**src/rtl/ex_pkg.sv**
```systemverilog
// ex_pkg: shared types and encodings for the execute stage.
//   md_op_t    : M-extension funct3 encodings
//   md_state_t : multiply/divide FSM states
//   BR_*       : branch-type codes carried on aluControl
//   ALU_*      : ALU operation codes carried on aluControl
//   FWD_*      : forwarding select encodings
package ex_pkg;

  typedef enum logic [2:0] {
    MD_MUL    = 3'b000,
    MD_MULH   = 3'b001,
    MD_MULHSU = 3'b010,
    MD_MULHU  = 3'b011,
    MD_DIV    = 3'b100,
    MD_DIVU   = 3'b101,
    MD_REM    = 3'b110,
    MD_REMU   = 3'b111
  } md_op_t;

  // S_MUL is part of the state encoding, but the product is registered
  // directly from the accept cycle, so the FSM never sits in S_MUL.
  typedef enum logic [1:0] {
    S_IDLE = 2'b00,
    S_MUL  = 2'b01,
    S_DIV  = 2'b10,
    S_DONE = 2'b11
  } md_state_t;

  localparam logic [3:0] BR_BEQ  = 4'b0001;
  localparam logic [3:0] BR_BNE  = 4'b1100;
  localparam logic [3:0] BR_BLT  = 4'b0101;
  localparam logic [3:0] BR_BGE  = 4'b1001;
  localparam logic [3:0] BR_BLTU = 4'b0110;
  localparam logic [3:0] BR_BGEU = 4'b1010;

  localparam logic [3:0] ALU_ADD  = 4'b0000;
  localparam logic [3:0] ALU_SLL  = 4'b0001;
  localparam logic [3:0] ALU_SLT  = 4'b0010;
  localparam logic [3:0] ALU_SLTU = 4'b0011;
  localparam logic [3:0] ALU_XOR  = 4'b0100;
  localparam logic [3:0] ALU_SRL  = 4'b0101;
  localparam logic [3:0] ALU_OR   = 4'b0110;
  localparam logic [3:0] ALU_AND  = 4'b0111;
  localparam logic [3:0] ALU_SUB  = 4'b1000;
  localparam logic [3:0] ALU_SRA  = 4'b1101;

  localparam logic [1:0] FWD_RF  = 2'b00;
  localparam logic [1:0] FWD_WB  = 2'b01;
  localparam logic [1:0] FWD_MEM = 2'b10;

endpackage

```
**src/rtl/muldiv_unit.sv**
```systemverilog
// muldiv_unit: M-extension multiply / iterative radix-2 restoring divide.
// Optional feature macro: EX_EARLY_DIV_EN (divide-by-zero and signed
// overflow resolved at accept, finishing in 2 cycles like a multiply).
// Ports:
//   clk, rst      clock, async active-high reset
//   start         request to accept op/a/b (only honoured in IDLE)
//   flush         abort any in-flight op
//   op[2:0]       funct3 of the M op
//   a, b          operands (captured at accept)
//   busy          FSM not IDLE
//   done          FSM in DONE; result is valid
//   result        registered M result
module muldiv_unit
  import ex_pkg::*;
#(
  parameter int XLEN  = 32,
  parameter int CNT_W = $clog2(XLEN) + 1
) (
  input  logic            clk,
  input  logic            rst,
  input  logic            start,
  input  logic            flush,
  input  logic [2:0]      op,
  input  logic [XLEN-1:0] a,
  input  logic [XLEN-1:0] b,
  output logic            busy,
  output logic            done,
  output logic [XLEN-1:0] result
);

  localparam logic [XLEN-1:0] MOST_NEG = {1'b1, {(XLEN-1){1'b0}}};

  md_state_t        state_reg, state_next;
  logic [2:0]       op_reg, op_next;
  logic [XLEN-1:0]  opa_reg, opa_next, opb_reg, opb_next;
  logic [XLEN-1:0]  rem_reg, rem_next, quo_reg, quo_next, dvs_reg, dvs_next;
  logic [XLEN-1:0]  result_reg, result_next;
  logic [CNT_W-1:0] cnt_reg, cnt_next;

  function automatic logic [XLEN-1:0] mag(input logic [XLEN-1:0] v, input logic sgn);
    return (sgn && v[XLEN-1]) ? -v : v;
  endfunction

  function automatic logic div_special(input logic [2:0] o, input logic [XLEN-1:0] x,
                                       input logic [XLEN-1:0] y);
    return (y == '0) || (!o[0] && x == MOST_NEG && y == '1);
  endfunction

  // ISA-mandated results: x/0 -> q=all ones, r=x; MIN/-1 -> q=MIN, r=0.
  function automatic logic [XLEN-1:0] special_res(input logic [2:0] o, input logic [XLEN-1:0] x,
                                                  input logic [XLEN-1:0] y);
    if (y == '0) return o[1] ? x : '1;
    return o[1] ? '0 : x;
  endfunction

  // Operands are sign- or zero-extended to 2*XLEN+2 bits so a plain unsigned
  // multiply yields the correct low bits of the signed/mixed product.
  function automatic logic [XLEN-1:0] mul_res(input logic [2:0] o, input logic [XLEN-1:0] x,
                                              input logic [XLEN-1:0] y);
    logic                sx, sy;
    logic [2*XLEN+1:0]   ex, ey, p;
    sx = (o == MD_MULH || o == MD_MULHSU) && x[XLEN-1];
    sy = (o == MD_MULH) && y[XLEN-1];
    ex = {{(XLEN+2){sx}}, x};
    ey = {{(XLEN+2){sy}}, y};
    p  = ex * ey;
    return (o == MD_MUL) ? p[XLEN-1:0] : p[2*XLEN-1:XLEN];
  endfunction

  // One restoring step on the shifted partial remainder.
  logic [XLEN:0]   rsh;
  logic            ge;
  logic [XLEN-1:0] rem_step, quo_step, q_fix, r_fix, div_res;
  logic            neg_q, neg_r, early;

  always_comb begin
    rsh      = {rem_reg, quo_reg[XLEN-1]};
    ge       = rsh >= {1'b0, dvs_reg};
    rem_step = ge ? (rsh[XLEN-1:0] - dvs_reg) : rsh[XLEN-1:0];
    quo_step = {quo_reg[XLEN-2:0], ge};
    neg_q    = !op_reg[0] && (opa_reg[XLEN-1] ^ opb_reg[XLEN-1]);
    neg_r    = !op_reg[0] && opa_reg[XLEN-1];
    q_fix    = neg_q ? -quo_step : quo_step;
    r_fix    = neg_r ? -rem_step : rem_step;
    div_res  = div_special(op_reg, opa_reg, opb_reg) ? special_res(op_reg, opa_reg, opb_reg)
                                                     : (op_reg[1] ? r_fix : q_fix);
  end

`ifdef EX_EARLY_DIV_EN
  assign early = div_special(op, a, b);
`else
  assign early = 1'b0;
`endif

  always_comb begin
    state_next  = state_reg;
    op_next     = op_reg;
    opa_next    = opa_reg;
    opb_next    = opb_reg;
    rem_next    = rem_reg;
    quo_next    = quo_reg;
    dvs_next    = dvs_reg;
    cnt_next    = cnt_reg;
    result_next = result_reg;
    case (state_reg)
      S_IDLE: begin
        if (start) begin
          op_next  = op;
          opa_next = a;
          opb_next = b;
          if (!op[2] || early) begin
            result_next = op[2] ? special_res(op, a, b) : mul_res(op, a, b);
            state_next  = S_DONE;
          end else begin
            rem_next   = '0;
            quo_next   = mag(a, !op[0]);
            dvs_next   = mag(b, !op[0]);
            cnt_next   = CNT_W'(XLEN);
            state_next = S_DIV;
          end
        end
      end
      S_DIV: begin
        rem_next = rem_step;
        quo_next = quo_step;
        cnt_next = cnt_reg - CNT_W'(1);
        if (cnt_reg == CNT_W'(1)) begin
          result_next = div_res;
          state_next  = S_DONE;
        end
      end
      S_DONE:  state_next = S_IDLE;
      default: state_next = S_IDLE;
    endcase
    if (flush && state_reg != S_IDLE) state_next = S_IDLE;
  end

  always_ff @(posedge clk or posedge rst) begin
    if (rst) state_reg <= S_IDLE;
    else     state_reg <= state_next;
  end

  always_ff @(posedge clk or posedge rst) begin
    if (rst) begin
      op_reg     <= '0;
      opa_reg    <= '0;
      opb_reg    <= '0;
      rem_reg    <= '0;
      quo_reg    <= '0;
      dvs_reg    <= '0;
      cnt_reg    <= '0;
      result_reg <= '0;
    end else begin
      op_reg     <= op_next;
      opa_reg    <= opa_next;
      opb_reg    <= opb_next;
      rem_reg    <= rem_next;
      quo_reg    <= quo_next;
      dvs_reg    <= dvs_next;
      cnt_reg    <= cnt_next;
      result_reg <= result_next;
    end
  end

  assign busy   = (state_reg != S_IDLE);
  assign done   = (state_reg == S_DONE);
  assign result = result_reg;

endmodule

```
**src/rtl/execute_stage_md.sv**
```systemverilog
// execute_stage_md: RV32IM/RV64IM execute stage (ALU, branch resolve,
// forwarding) with an M-extension multiply/divide unit.
// Optional feature macro: EX_EARLY_DIV_EN (handled inside muldiv_unit).
// Ports:
//   clk, rst                 clock, async active-high reset
//   pcE, rd1E, rd2E, extImmE PC, register operands, immediate
//   aluControlE              ALU op or branch type
//   aluSrcE, branchE         operand-B select, conditional-branch flag
//   mdValidE, mdOpE          M-op valid and funct3
//   flushE                   squash the EX instruction
//   forwardAE/BE             forwarding selects; aluResultM, resultW sources
//   aluResultE               ALU result, or M result in the DONE cycle
//   writeDataE               forwarded rs2 (store data)
//   branchTargetE/TakenE     branch target and decision
//   stallMD                  hold F/D/E and bubble MEM
//   mdBusy                   multiply/divide FSM not IDLE
module execute_stage_md
  import ex_pkg::*;
#(
  parameter int XLEN  = 32,
  parameter int CNT_W = $clog2(XLEN) + 1
) (
  input  logic            clk,
  input  logic            rst,
  input  logic [XLEN-1:0] pcE,
  input  logic [XLEN-1:0] rd1E,
  input  logic [XLEN-1:0] rd2E,
  input  logic [XLEN-1:0] extImmE,
  input  logic [3:0]      aluControlE,
  input  logic            aluSrcE,
  input  logic            branchE,
  input  logic            mdValidE,
  input  logic [2:0]      mdOpE,
  input  logic            flushE,
  input  logic [1:0]      forwardAE,
  input  logic [1:0]      forwardBE,
  input  logic [XLEN-1:0] aluResultM,
  input  logic [XLEN-1:0] resultW,
  output logic [XLEN-1:0] aluResultE,
  output logic [XLEN-1:0] writeDataE,
  output logic [XLEN-1:0] branchTargetE,
  output logic            branchTakenE,
  output logic            stallMD,
  output logic            mdBusy
);

  localparam int SHW = $clog2(XLEN);

  logic [XLEN-1:0] src_a, temp_b, src_b, alu_out, md_result;
  logic [SHW-1:0]  shamt;
  logic            md_busy, md_done, md_start, br_cond;

  always_comb begin
    case (forwardAE)
      FWD_MEM: src_a = aluResultM;
      FWD_WB:  src_a = resultW;
      default: src_a = rd1E;
    endcase
    case (forwardBE)
      FWD_MEM: temp_b = aluResultM;
      FWD_WB:  temp_b = resultW;
      default: temp_b = rd2E;
    endcase
  end

  assign src_b      = aluSrcE ? extImmE : temp_b;
  assign writeDataE = temp_b;
  assign shamt      = src_b[SHW-1:0];

  always_comb begin
    case (aluControlE)
      ALU_ADD:  alu_out = src_a + src_b;
      ALU_SUB:  alu_out = src_a - src_b;
      ALU_SLL:  alu_out = src_a << shamt;
      ALU_SLT:  alu_out = {{(XLEN-1){1'b0}}, $signed(src_a) < $signed(src_b)};
      ALU_SLTU: alu_out = {{(XLEN-1){1'b0}}, src_a < src_b};
      ALU_XOR:  alu_out = src_a ^ src_b;
      ALU_SRL:  alu_out = src_a >> shamt;
      ALU_SRA:  alu_out = $signed(src_a) >>> shamt;
      ALU_OR:   alu_out = src_a | src_b;
      ALU_AND:  alu_out = src_a & src_b;
      default:  alu_out = '0;
    endcase
  end

  // Branches compare the forwarded rs1/rs2 values, never the immediate.
  always_comb begin
    case (aluControlE)
      BR_BEQ:  br_cond = (src_a == temp_b);
      BR_BNE:  br_cond = (src_a != temp_b);
      BR_BLT:  br_cond = ($signed(src_a) < $signed(temp_b));
      BR_BGE:  br_cond = ($signed(src_a) >= $signed(temp_b));
      BR_BLTU: br_cond = (src_a < temp_b);
      BR_BGEU: br_cond = (src_a >= temp_b);
      default: br_cond = 1'b0;
    endcase
  end

  assign branchTakenE  = branchE & br_cond;
  assign branchTargetE = pcE + extImmE;

  assign md_start = mdValidE & ~flushE;

  muldiv_unit #(.XLEN(XLEN), .CNT_W(CNT_W)) u_muldiv (
    .clk    (clk),
    .rst    (rst),
    .start  (md_start),
    .flush  (flushE),
    .op     (mdOpE),
    .a      (src_a),
    .b      (temp_b),
    .busy   (md_busy),
    .done   (md_done),
    .result (md_result)
  );

  // busy & ~done is exactly the MUL/DIV states; DONE lets the op retire.
  assign stallMD    = (~md_busy & md_start) | (md_busy & ~md_done);
  assign mdBusy     = md_busy;
  assign aluResultE = md_done ? md_result : alu_out;

endmodule

```
**config.mk**
```make
export PLATFORM = sky130hd
export DESIGN_NAME = execute_stage_md
export DESIGN_NICKNAME = d
export VERILOG_FILES = /design/src/rtl/ex_pkg.sv /design/src/rtl/muldiv_unit.sv /design/src/rtl/execute_stage_md.sv
export SDC_FILE = /design/constraint.sdc
export NUM_CORES = 2
export LEC_CHECK = 0
export ABC_AREA = 1
export ABC_CLOCK_PERIOD_IN_PS = 6400
export BUFFER_PORTS_ARGS = -buffer_cell sky130_fd_sc_hd__clkbuf_2
export CAP_MARGIN = 5
export CORE_MARGIN = 3
export CORE_UTILIZATION = 57
export DETAILED_ROUTE_END_ITERATION = 7
export PLACE_DENSITY = 0.89
export SETUP_SLACK_MARGIN = 0.5
export SYNTH_ARGS = -nofsm -noshare
export SYNTH_HDL_FRONTEND = slang
export SYNTH_SLANG_ARGS = --single-unit
```
**constraint.sdc**
```tcl
create_clock -name clk -period 6.4 [get_ports clk]
set_input_delay 1.28 -clock clk [delete_from_list [all_inputs] [get_ports clk]]
set_output_delay 1.28 -clock clk [all_outputs]
set_load 0.01 [all_outputs]
```
==> flow_summary.ini, run 1 <==
[run_status]
status = aborted with a tool error
failing_step = 5_1_grt
error_line = [ERROR GRT-0232] Routing congestion too high. Check the congestion heatmap in the GUI.

[logic_synthesis]
async_flop_share_pct = 100.0
synth_nets = 10950
yosysWarnings = 0
netlist_area_um2 = 65560
ys_seq_elements = 202
syn_avg_cell_area_um2 = 7.151
synth_top_area_share_pct = 34.48
synth_top_cell_by_area = fa_1
synth_edf_count = 0
ys_types = 63
synth_seq_area_share_pct = 7.711
ys_top_cells_by_area = fa_1 34%, nand2_1 12%, inv_1 10%, ha_1 8.5%, dfrtp_1 7.7%
netlist_top_cells_count = 2147 x nand2_1, 1775 x inv_1, 1129 x fa_1
syn_inst = 9168
synthFlopType = dfrtp_1
synth_most_common_cell = nand2_1

[clock_tree]
clock_sinks = 202
htree_levels = 1
numCtsBuffers = 23
ctsLongestPathBuffers = 3
ctsRootBufferMaster = clkbuf_16

[floorplan]
floorplan.initialDensity_pct = 57.88
rows = 123
die_x_um = 345.1
die_h_um = 345.1
pin_count = 308

[global_routing]
track_usage_pct = 74.30
grt-ovfl-total = 100
grt_max_degree = 135

[place]
detailed_place_hpwl_mm = 286.0
place_congestion = 1.159
port_buffers = 307
placed_cells = 11940

[sta]
endpoint_type = register data pin
worst_endpoint = u_muldiv.result[28]$_DFFE_PP0P_/D
-- through the flow --
step / utilization [%] / area [um2] / worst slack, ps
after CTS: 74.57 / 84460 / -2502
after detailed placement: 71.12 / 80560 / -3466
after global placement: 71.12 / 80560 / -3438
after floorplan: - / 67460 / -2368
-- cells by family after synthesis --
logic type      synth area share [%]
simple gates                   21.83
buf+inv                        13.19
fa+ha+maj                      42.99
compound gates                 12.77
flops                          7.711
xor+xnor                       1.149
mux                           0.3664
-- metal layers --
layer	GRT usage (%)	GRT overflow
met2	87.28	53
met3	63.70	3
met4	69.68	34
met5	34.21	0
met1	75.44	10
-- repair_timing --
| action | in CTS |
|---|---|
| pin swaps | 177 |
| setup buffers | 108 |
| hold buffers | 0 |
| cloned | 8 |
| setup endpoints to repair | 65 |
| gates resized for setup | 554 |
==> run 2, diff against run 1 <==
--- a/config.mk
+++ b/config.mk
@@ -6,14 +6,13 @@
 export NUM_CORES = 2
 export LEC_CHECK = 0
 export ABC_AREA = 1
-export ABC_CLOCK_PERIOD_IN_PS = 6400
+export ABC_CLOCK_PERIOD_IN_PS = 8300
 export BUFFER_PORTS_ARGS = -buffer_cell sky130_fd_sc_hd__clkbuf_2
 export CAP_MARGIN = 5
 export CORE_MARGIN = 3
-export CORE_UTILIZATION = 57
+export CORE_UTILIZATION = 40
 export DETAILED_ROUTE_END_ITERATION = 7
-export PLACE_DENSITY = 0.89
-export SETUP_SLACK_MARGIN = 0.5
+export PLACE_DENSITY_LB_ADDON = 0.15
 export SYNTH_ARGS = -nofsm -noshare
 export SYNTH_HDL_FRONTEND = slang
 export SYNTH_SLANG_ARGS = --single-unit
==> constraint.sdc (replaced) <==
create_clock -name clk -period 8.3 [get_ports clk]
set_input_delay 1.66 -clock clk [delete_from_list [all_inputs] [get_ports clk]]
set_output_delay 1.66 -clock clk [all_outputs]
set_load 0.01 [all_outputs]
==> flow_summary.ini, run 2 <==
[run_status]
status = complete, but fails checks
failed_checks = setup timing

[logic_synthesis]
synthFlopType = dfrtp_1
ys_types = 63
netlist_area_um2 = 65560
synth_nets = 10950
synth_edf_count = 0
syn_inst = 9168
ys_top_cells_by_area = fa_1 34%, nand2_1 12%, inv_1 10%, ha_1 8.5%, dfrtp_1 7.7%
synth_seq_area_share_pct = 7.711
async_flop_share_pct = 100.0
synth_top_cell_by_area = fa_1
synth_top_area_share_pct = 34.48
synth_most_common_cell = nand2_1
netlist_top_cells_count = 2147 x nand2_1, 1775 x inv_1, 1129 x fa_1
yosysWarnings = 0
ys_seq_elements = 202
syn_avg_cell_area_um2 = 7.151

[sta]
finalHoldViolCount = 0
period_share_pct = 115.1
setup_violations = 32
holdWs_ps = 486.1
layout_setup_ws_ps = -1255
grt_setup_unrepaired = true
fmax_ghz = 0.1047
tightest_slew_ps = 1121
maxSlewHeadroom_pct = 25.26
fin_skew_ps = 19.19
finalCriticalPeriod_ps = 9555
report.final.slew_viol_count = 0

[flow_run]
drv_cap = 0

[floorplan]
floorplan.initialDensity_pct = 40.55
core_region_area_um2 = 161700
die_h_um = 410.8
die_x_um = 410.8
rows = 147
pin_count = 308
die_area_um2 = 168800

[hold_path]
hp-class = register to register
hp-start = u_muldiv.opa_reg[24]
whs_path_depth = 2
hold_end = u_muldiv.opa_reg[24]

[clock_tree]
clk_latency_ps = 540
htree_levels = 1
ctsRootBufferMaster = clkbuf_16
clk_pin_slew_ps = 70
postCtsHoldBufs = 0
numCtsBuffers = 22
ctsLongestPathBuffers = 3
clock_sinks = 202
tritoncts = done

[routing]
routed-via-count = 70630
routedWlPerCell_um = 29.21
drcViolationCount = 0
post_drt_via_cell_ratio = 5.582
postRouteAntennaNets = 0
drtIter0Drc = 7816
routed_wl_mm = 369.6
drtPass1Iterations = 8

[final_layout]
layout_common_cells = 2080 x nand2_1, 1677 x inv_1, 1176 x buf_4
final_common_cell = nand2_1
drive_gt1_share_pct = 22.90
syn2layout_area_growth_pct = 29.57
fin_util_pct = 52.54
layout.nets = 12260

[setup_path]
regToRegSetupSlack_ps = 2360
cp.required_ps = 8780
worstSetupStartpointType = input pin
cp_slowest_cell = fa_2
reg2reg_from = u_muldiv.dvs_reg[28]
max_stage_delay_ps = 660
critPathArrivalTime_ps = 10030
r2r-end = u_muldiv.result[28]
cp-end-kind = register
critPathKind = input pin to register
crit_family = adder cells
cp_max_fo = 10
crit_buf_inv = 12
rr_worst_depth = 27

[global_routing]
track_usage_pct = 42.98
grt_max_degree = 129
grt_pass1_wl_mm = 515.6
grt_pass1_vias = 71500
grt-ovfl-total = 0
antenna_found_initial = 25

[place]
detailed_place_hpwl_mm = 308.2
place_congestion = 1.075
port_buffers = 307
==> run 2: per-stage QoR <==
step | setup TNS [ps] | worst slack (ps) | area [um2] | instances
after floorplan | -19430 | -848.3 | 67140 | 9168
after global placement | -64570 | -2426 | 79990 | 12450
after detailed placement | -66060 | -2388 | 79990 | 12450
after CTS | -29580 | -1091 | 83290 | 12580
after global routing | -39410 | -1374 | 84930 | 12650
final | -33990 | -1255 | 84940 | 12650
==> run 2: cells by family after synthesis <==
logic type | synth area share, %
buffers and inverters | 13.19
XOR/XNOR | 1.149
AND/OR/NAND/NOR | 21.83
adder cells (fa/ha/maj) | 42.99
flip-flops | 7.711
AO/OA/AOI/OAI | 12.77
multiplexers | 0.3664
==> run 2: worst reg2reg max path, stage by stage, from the launching register on <==
cell and delay, ps:
dfrtp_1 380, inv_1 240, ha_1 340, a21oi_1 250
nand2_1 120, a21oi_1 160, nand2_1 110, a21oi_4 120
buf_4 360, nand2_4 420, inv_1 400, ha_1 230
inv_1 60, nor3_1 180, inv_1 90, nor3_1 320
nand2_1 210, inv_1 100, nand4_1 160, o21ai_0 560
o21ai_0 230, a21oi_1 150, o21ai_0 100, nand2_1 70
inv_1 40, nand2_1 110, nand2_1 160, a21oi_1 180
==> run 2: worst max-delay path by stage <==
stage | cells past startpoint | endpoint | slack (ps) | start
global placement | 41 | u_muldiv.result[19] | -2430 | forwardBE[1]
detailed placement | 41 | u_muldiv.result[19] | -2390 | forwardAE[0]
global route | 41 | u_muldiv.result[30] | -1370 | forwardAE[0]
CTS | 39 | u_muldiv.result[20] | -1090 | forwardAE[0]
floorplan | 37 | u_muldiv.result[31] | -850 | forwardAE[0]
finish | 36 | u_muldiv.result[25] | -1250 | forwardBE[0]
==> run 2: area by class of cell <==
| cell class | instances | area [um2] |
|---|---|---|
| repair inverters | 3 | 28.78 |
| fillers | 15910 | 76730 |
| flip-flops and latches | 202 | 5055 |
| multi-input cells | 6706 | 54630 |
| repair buffers | 1731 | 14830 |
| clock inverters | 6 | 107.6 |
| well taps | 2160 | 2703 |
| clock buffers | 32 | 639.4 |
| diodes | 3 | 7.507 |
| inverters | 1809 | 6945 |
==> run 2: metal layers <==
layer / routed length [um] / vias to the layer above / GRT usage (%) / share of wire [%]
met3: 35930 / 1010 / 8.639 / 9.7
met1: 139800 / 34900 / 53.83 / 38
met4: 34380 / 14 / 30.37 / 9.3
met2: 159400 / 3817 / 66.39 / 43
li1: - / 30880 / - / -
met5: 96 / - / 0 / 0.026
==> run 2: timing repair <==
item                       4_1_cts  5_1_grt
resized for setup              397      263
setup endpoints to repair       44       47
pin swaps                      127      119
cloned                           5        7
buffers inserted                91       64
Power of run 2 is not shown: default switching activity piles up to over one toggle a cycle in this logic, so the estimate is an artifact.
